`config.mk`:
```
export PLATFORM = sky130hd
export DESIGN_NAME = mult_post_accum_stage_flat
export DESIGN_NICKNAME = d
export VERILOG_FILES = /design/src/rtl/dsp_pkg.sv /design/src/rtl/mult_post_accum_stage_if.sv /design/src/rtl/mult_post_accum_stage_pipe_reg_mux.sv /design/src/rtl/mult_post_accum_stage.sv /design/src/flat_wrapper.sv
export SDC_FILE = /design/constraint.sdc
export NUM_CORES = 1
export LEC_CHECK = 0
export BUFFER_PORTS_ARGS = -buffer_cell sky130_fd_sc_hd__buf_4
export CAP_MARGIN = 20
export CORE_MARGIN = 3
export CORE_UTILIZATION = 41
export DETAILED_ROUTE_END_ITERATION = 6
export PLACE_DENSITY = 0.65
export SYNTH_ARGS = -nofsm -noshare
export SYNTH_HDL_FRONTEND = slang
export SYNTH_SLANG_ARGS = --single-unit
```
`constraint.sdc`:
```
create_clock -name CLK -period 6.5 [get_ports CLK]
set_input_delay 0.65 -clock CLK [delete_from_list [all_inputs] [get_ports CLK]]
set_output_delay 0.65 -clock CLK [all_outputs]
set_load 0.01 [all_outputs]
```
`src/rtl/dsp_pkg.sv`:
```
// Shared widths and Z-operand select encodings for the DSP48A1-style
// multiply / post-add datapath.
package dsp_pkg;

    localparam int W_IN = 18;
    localparam int W_M  = 36;
    localparam int W_P  = 48;

    localparam logic [1:0] Z_ZERO = 2'b00;
    localparam logic [1:0] Z_PFB  = 2'b01;
    localparam logic [1:0] Z_C    = 2'b10;

endpackage

```
`src/rtl/mult_post_accum_stage_if.sv`:
```
// Operand, control and result bundle between the pre-adder side and the
// multiply / post-add stage.
interface mult_post_accum_stage_if;
    import dsp_pkg::*;

    logic            in_valid;
    logic [W_IN-1:0] pre_out;
    logic [W_IN-1:0] A1;
    logic [W_P-1:0]  C;
    logic [1:0]      opmode_z;
    logic            post_sub;
    logic            carry_in;
    logic [W_M-1:0]  M;
    logic [W_P-1:0]  P;
    logic            CARRYOUT;
    logic            out_valid;

    modport master (
        output in_valid, pre_out, A1, C, opmode_z, post_sub, carry_in,
        input  M, P, CARRYOUT, out_valid
    );

    modport slave (
        input  in_valid, pre_out, A1, C, opmode_z, post_sub, carry_in,
        output M, P, CARRYOUT, out_valid
    );

endinterface

```
`src/rtl/mult_post_accum_stage_pipe_reg_mux.sv`:
```
// Optional pipeline register: CE-gated, async active-high reset, bypassed
// when REG is 0.
module pipe_reg_mux #(
    parameter int W   = 1,
    parameter int REG = 1
) (
    input  logic         clk,
    input  logic         rst,
    input  logic         ce,
    input  logic [W-1:0] d,
    output logic [W-1:0] q
);

    logic [W-1:0] r;

    always_ff @(posedge clk or posedge rst) begin
        if (rst) begin
            r <= '0;
        end else if (ce) begin
            r <= d;
        end
    end

    // REG is constant, so the unused path folds away in synthesis.
    assign q = (REG != 0) ? r : d;

endmodule

```
`src/rtl/mult_post_accum_stage.sv`:
```
// Multiplier plus 48-bit post-adder/subtracter with optional M and P
// registers, P-feedback accumulate and a matching valid pipeline.
module mult_post_accum_stage
    import dsp_pkg::*;
#(
    parameter int MREG          = 1,
    parameter int PREG          = 1,
    parameter int RSTTYPE_ASYNC = 1
) (
    input logic                    CLK,
    input logic                    RST,
    input logic                    CEM,
    input logic                    CEP,
    mult_post_accum_stage_if.slave bus
);

    if (RSTTYPE_ASYNC != 1) begin : g_bad_rsttype
        $error("mult_post_accum_stage: only asynchronous reset is supported");
    end

    logic [W_M-1:0] product;
    logic [W_M-1:0] m_q;
    logic           m_valid;
    logic [W_P-1:0] z_pfb;
    logic [W_P-1:0] z;
    logic [W_P:0]   z_ext;
    logic [W_P:0]   m_ext;
    logic [W_P:0]   cin_ext;
    logic [W_P:0]   sum;

    assign product = {{(W_M-W_IN){1'b0}}, bus.pre_out} * {{(W_M-W_IN){1'b0}}, bus.A1};

    pipe_reg_mux #(.W(W_M), .REG(MREG)) u_m_data (
        .clk(CLK), .rst(RST), .ce(CEM), .d(product), .q(m_q)
    );

    pipe_reg_mux #(.W(1), .REG(MREG)) u_m_valid (
        .clk(CLK), .rst(RST), .ce(CEM), .d(bus.in_valid), .q(m_valid)
    );

    assign bus.M = m_q;

    // Without a P register, feedback would form a combinational loop.
    if (PREG != 0) begin : g_pfb
        assign z_pfb = bus.P;
    end else begin : g_no_pfb
        assign z_pfb = '0;
    end

    always_comb begin
        z = '0;
        case (bus.opmode_z)
            Z_PFB:   z = z_pfb;
            Z_C:     z = bus.C;
            default: z = '0;
        endcase
    end

    assign z_ext   = {1'b0, z};
    assign m_ext   = {{(W_P-W_M+1){1'b0}}, m_q};
    assign cin_ext = {{W_P{1'b0}}, bus.carry_in};

    // Bit 48 is the carry on add and the borrow on subtract.
    assign sum = bus.post_sub ? (z_ext - (m_ext + cin_ext))
                              : (z_ext + m_ext + cin_ext);

    pipe_reg_mux #(.W(W_P), .REG(PREG)) u_p_data (
        .clk(CLK), .rst(RST), .ce(CEP), .d(sum[W_P-1:0]), .q(bus.P)
    );

    pipe_reg_mux #(.W(1), .REG(PREG)) u_carry (
        .clk(CLK), .rst(RST), .ce(CEP), .d(sum[W_P]), .q(bus.CARRYOUT)
    );

    pipe_reg_mux #(.W(1), .REG(PREG)) u_p_valid (
        .clk(CLK), .rst(RST), .ce(CEP), .d(m_valid), .q(bus.out_valid)
    );

endmodule

```
`src/flat_wrapper.sv`:
```
// flat-port wrapper written by rule: the top's interface ports become plain ports
module mult_post_accum_stage_flat import dsp_pkg::*;
#(
    parameter int MREG          = 1,
    parameter int PREG          = 1,
    parameter int RSTTYPE_ASYNC = 1
)
  (CLK, RST, CEM, CEP, bus_in_valid, bus_pre_out, bus_A1, bus_C, bus_opmode_z, bus_post_sub, bus_carry_in, bus_M, bus_P, bus_CARRYOUT, bus_out_valid);
  mult_post_accum_stage_if bus_i ();
  input logic CLK;
  input logic RST;
  input logic CEM;
  input logic CEP;
  input wire logic [$bits(bus_i.in_valid)-1:0] bus_in_valid;
  input wire logic [$bits(bus_i.pre_out)-1:0] bus_pre_out;
  input wire logic [$bits(bus_i.A1)-1:0] bus_A1;
  input wire logic [$bits(bus_i.C)-1:0] bus_C;
  input wire logic [$bits(bus_i.opmode_z)-1:0] bus_opmode_z;
  input wire logic [$bits(bus_i.post_sub)-1:0] bus_post_sub;
  input wire logic [$bits(bus_i.carry_in)-1:0] bus_carry_in;
  output wire logic [$bits(bus_i.M)-1:0] bus_M;
  output wire logic [$bits(bus_i.P)-1:0] bus_P;
  output wire logic [$bits(bus_i.CARRYOUT)-1:0] bus_CARRYOUT;
  output wire logic [$bits(bus_i.out_valid)-1:0] bus_out_valid;
  assign bus_i.in_valid = bus_in_valid;
  assign bus_i.pre_out = bus_pre_out;
  assign bus_i.A1 = bus_A1;
  assign bus_i.C = bus_C;
  assign bus_i.opmode_z = bus_opmode_z;
  assign bus_i.post_sub = bus_post_sub;
  assign bus_i.carry_in = bus_carry_in;
  assign bus_M = bus_i.M;
  assign bus_P = bus_i.P;
  assign bus_CARRYOUT = bus_i.CARRYOUT;
  assign bus_out_valid = bus_i.out_valid;
  mult_post_accum_stage #(.MREG(MREG), .PREG(PREG), .RSTTYPE_ASYNC(RSTTYPE_ASYNC)) u_core (.CLK(CLK), .RST(RST), .CEM(CEM), .CEP(CEP), .bus(bus_i));
endmodule
```
== Word-level counts from Yosys, hierarchy flattened ==
Cells that the tools add are included.

* Logic and storage cells: 14
* Register bits after elaboration: 87

* Equality and inequality tests: 2
* $mul: 1
* Multiplexer cells: 2
* $add $sub $neg: 4

{| class="wikitable"
|+ Operator list
! kind !! count
|-
| 48-bit case mux with 2 select lines || 1
|-
| 48-bit by 36-bit adder with 49-bit output || 1
|-
| 49-bit by 1-bit adder with 49-bit output || 1
|-
| 49-bit two-way mux || 1
|-
| 48-bit by 49-bit subtractor with 49-bit output || 1
|-
| 36-bit by 1-bit adder with 37-bit output || 1
|-
| 18-bit by 18-bit multiplier with 36-bit output || 1
|-
| 2-bit by 1-bit == test with 1-bit output, second input constant || 1
|-
| 2-bit == test, second input constant || 1
|}

== Longest topological paths before layout ==
* Depth after elaboration: 5
* Depth in mapped cells: 25
* Depth with buffers taken out: 24

== By module ==
A second synthesis with hierarchy kept.

* Cell total of the unflattened synthesis: 2343
* Area, all modules: 20090.5 um2

{| class="wikitable"
|+ By module, submodules not included
! module !! instances !! area each (um2) !! cells an instance !! seq. area each (um2)
|-
| mult_post_accum_stage || 1 || 16600.9 || 2155 || 0.0
|-
| pipe_reg_mux at u_core.u_p_data || 1 || 1864.3 || 102 || 1201.2
|-
| pipe_reg_mux at u_core.u_m_data || 1 || 1493.9 || 77 || 900.9
|-
| pipe_reg_mux at u_core.u_carry ... || 3 || 43.8 || 3 || 25.0
|}

== Worst setup path before layout ==
No wires, ideal clock.

* Path kind: input -> register
* Start point: input port bus_A1[9]
* End point: register u_core.u_m_data.r[29] (netlist: u_core.u_m_data.q[29])
* Required time: 6.431 ns
* Setup time: 0.069 ns
* Slack: 0.051 ns
* Data arrival time: 6.380 ns
* Buffers on the path: 2
* Stages: 23
* Cell sequence: clkbuf_1 clkbuf_1 nand2_1 fa_1 inv_1 fa_1 inv_1 fa_1 inv_1 fa_1 fa_1 inv_1 fa_1 inv_1 ha_1 or2_2 a31oi_1 a31oi_1 a21oi_1 nor2b_1 o31a_1 or4_1 nand3_1

* Word-level cells in the longest chain between the ends: 1

{| class="wikitable"
|+ RTL lines
! item !! RTL line !! text
|-
| start, declared || flat_wrapper.sv:16 || <nowiki>input wire logic [$bits(bus_i.A1)-1:0] bus_A1;</nowiki>
|-
| 18-bit by 18-bit multiplier with 36-bit output || mult_post_accum_stage.sv:31 || <nowiki>assign product = {{(W_M-W_IN){1'b0}}, bus.pre_out} * {{(W_M-W_IN){1'b0}}, bus.A1};</nowiki>
|-
| end signal, assigned || mult_post_accum_stage_pipe_reg_mux.sv:18 || <nowiki>r <= '0;</nowiki>
|-
| end signal, assigned || mult_post_accum_stage_pipe_reg_mux.sv:20 || <nowiki>r <= d;</nowiki>
|-
| end, declared || mult_post_accum_stage_pipe_reg_mux.sv:14 || <nowiki>logic [W-1:0] r;</nowiki>
|}

No other way between the ends.
A chain may end at the register's enable or synchronous reset.

== Worst setup path in the final report ==
* Start point: input port bus_pre_out[13]
* End point: register u_core.u_m_data.r[34] (netlist: u_core.u_m_data.q[34])

* Word-level cells in the longest chain between the ends: 1

{| class="wikitable"
|+ RTL lines
! item !! RTL line !! text
|-
| start, declared || flat_wrapper.sv:15 || <nowiki>input wire logic [$bits(bus_i.pre_out)-1:0] bus_pre_out;</nowiki>
|-
| 18-bit by 18-bit multiplier with 36-bit output || mult_post_accum_stage.sv:31 ||
|}

No other way between the ends.

==> qor.yml <==
combined_area_of_the_multi_input_logic_cells_um2: 15900
power.leakage_uw: 0.0108
crit_arrival_ps: 6440
slew_violations: 0
crit-reg2reg-launch: "u_core.u_m_data.q[0]"
post-cts-setup-buffer-count: 0
critical_path.startpoint: "bus_pre_out[13]"
capture_point_of_the_critical_path: "u_core.u_m_data.q[34]"
ff2ff_path_depth: 18
clk_latency_ps: 370
yosys_warnings: 0
number_of_hold_slack_violations_in_the_final_timing_report: 0
sequential_cell_area_um2: 2180
cts.sink_count: 87
tritoncts: "done"
synth.top_cells.by_area: "fa_1 26%, ha_1 12%, dfrtp_1 11%, inv_1 6.2%, nand2_1 5.6%"
detail_route.wl_per_cell_um: 18.4
synth_top_area_frac: 0.262
final_net_count: 3027
htree_num_levels: 3
holdBufCountCts: 0
synth_most_common_cell: "inv_1"
result_of_the_run: "finished, final reports clean"
syn_avg_cell_area_um2: 8.27
synth.lib_cells_used.distinct: 86
grt_overflow_total: 0
post-route-period-util: 0.952
num-fill-cells: 4688
numPlacedInstances: 3085
io_buffer_count: 178
die_area_um2: 50900
finish.cell_count_without_fillers: 3102
timing.hold.worst.class: "input port to async pin"
vias: 16964
setup_ws_ps: 309
vias_per_cell: 5.47
layout_min_cycle_time_ps: 6190
antenna_found_initial: 1
timing.fmax_mhz: 162
first_global_vias: 17395
synth_enable_flop_cells: 0
timing.final.setup_violations: 0
critical_path_data_required_time_ps: 6750
share_of_final_layout_standard_cells_stronger_than_drive_strength_1: 0.112
vdd_drop_max_mv: 0.442
synth.top_cells.by_count: "325 x inv_1, 295 x nand2_1, 259 x fa_1, 186 x ha_1, 170 x nor2_1"
num_io_pins: 179
synth_async_sr_flop_share: 1.00
detail_route.iter0.violations: 1050
grt_first_pass_wirelength_um: 92900
cp-end-kind: "flip-flop"
area_growth_syn_to_layout_pct: 10.2
postCtsResizedCells: 0
gp_congestion: 0.906
worst_clock_skew_ps: 12.5
synth_ff_type: "dfrtp_1"
post_synth_instance_area_um2: 19800
r2r-end: "u_core.u_p_data.q[46]"
post-place-ws_ps: -29.3
core_area_um2: 47100
worst-slew-pin-transition_ps: 933
worstSetupStartpointType: "input port"
synthesized_instance_count: 2390
clock_tree.buffer_depth: 2
pin_count_of_the_biggest_net_entering_global_routing: 79
max-slew-margin-rel: 0.372
grt_use_total: 0.228
wl_um: 57200
clock_tree.root_cell: "clkbuf_16"
ys_ff_latch: 87
effective_utilization_at_floorplan: 0.420
syn_nets: 2928
route.antenna.remaining_nets: 0
grt_setup_unrepaired: "no"
crit_fanout: 13
dp.final_hpwl_um: 47200
drc_violation_count_after_routing: 0
drt_pass1_iterations: 5
die_width_um: 226
clkTransAtPathRegs_ps: 60
synthDominantAreaCellType: "fa_1"
yosysSeqAreaShare: 0.110
power.density_cell_area_nw_per_um2: 552
floorplan.die.height_um: 226
drv_cap: 0
numCtsBuffers: 9
placement_rows: 79
r2r_setup_slack_ps: 1050
crit_path_kind: "input port to flip-flop"
## layout by cell type (no fill, tap or decap), drive strengths merged, types with 68 or more instances in the layout
| cell | count |
|---|---|
| inv | 325 |
| buf | 196 |
| and2 | 148 |
| nor2 | 171 |
| o21ai | 78 |
| ha | 186 |
| fa | 259 |
| a21oi | 143 |
| xnor2 | 68 |
| dfrtp | 87 |
| nand2 | 295 |
## logic make-up after synthesis
| family | after synthesis | synth area share |
|---|---|---|
| simple gates | 796 | 0.192 |
| compound gates | 461 | 0.153 |
| fa+ha+maj | 445 | 0.380 |
| buf+inv | 433 | 0.0868 |
| xor+xnor | 129 | 0.0571 |
| flops | 87 | 0.110 |
| mux | 39 | 0.0218 |
## where the power goes
group	switching [µW]	total (µW)	internal [µW]	leakage, µW
combinational	5620	10300	4700	0.00966
clock	223	502	279	0.000136
sequential	380	1210	834	0.00103
## per-stage QoR
stage	area [µm²]	TNS, ps	util	hold WS [ps]	total power (µW)
2_1_floorplan	19800	0	-	475	8680
6_report	21800	0	0.463	301	12000
3_3_place_gp	21500	0	0.457	488	11200
5_1_grt	21800	0	0.463	328	13500
3_5_place_dp	21500	-58.5	0.457	492	11500
4_1_cts	21800	0	0.463	302	12000
## critical path, stage by stage
cell and delay [ps]:
buf_4 170, and2_1 190, fa_1 530, inv_1 50
fa_1 470, fa_1 540, inv_1 60, fa_1 500
fa_1 500, inv_1 50, fa_1 470, inv_1 40
ha_1 340, a21o_1 180, a21o_1 170, a21oi_1 190
o21ai_0 130, a21oi_1 270, o21ai_0 220, a311oi_1 370
xnor2_1 100, mux2_2 260
## state kept, by name, indices dropped and copies added (netlist names)
register and flops:
u_core.u_m_data.q 36, u_core.u_carry.q 1, u_core.u_p_valid.q 1, u_core.u_p_data.q 48, u_core.u_m_valid.q 1
## per-layer routing
layer | global-route usage | up-vias | wire length, µm
met2 | 0.378 | 527 | 26800
met1 | 0.318 | 8308 | 26000
met5 | 0 | - | 0
met3 | 0.0266 | 53 | 3420
li1 | - | 8076 | -
met4 | 0.0566 | 0 | 930
## worst min path at each step
stage / from / end / slack [ps] / cells after the start
after CTS: RST / u_core.u_m_data.q[35] / 300 / 2
after floorplan: u_core.u_m_valid.q / u_core.u_m_valid.q / 470 / 1
after global placement: u_core.u_m_valid.q / u_core.u_m_valid.q / 490 / 1
after detailed placement: u_core.u_m_valid.q / u_core.u_m_valid.q / 490 / 1
final: RST / u_core.u_m_data.q[35] / 300 / 2
after global routing: RST / u_core.u_m_data.q[35] / 330 / 2
## cell type report
cell class                      instances  area share
Clock buffer                           13      0.0119
Sequential cell                        87      0.0999
Antenna cell                            1    0.000115
Clock inverter                          3    0.000804
Multi-Input combinational cell       1870       0.729
Timing Repair Buffer                  196      0.0675
Tap cell                              607      0.0348
Inverter                              325      0.0561
No activity file was read; power rests on OpenSTA's default activity.
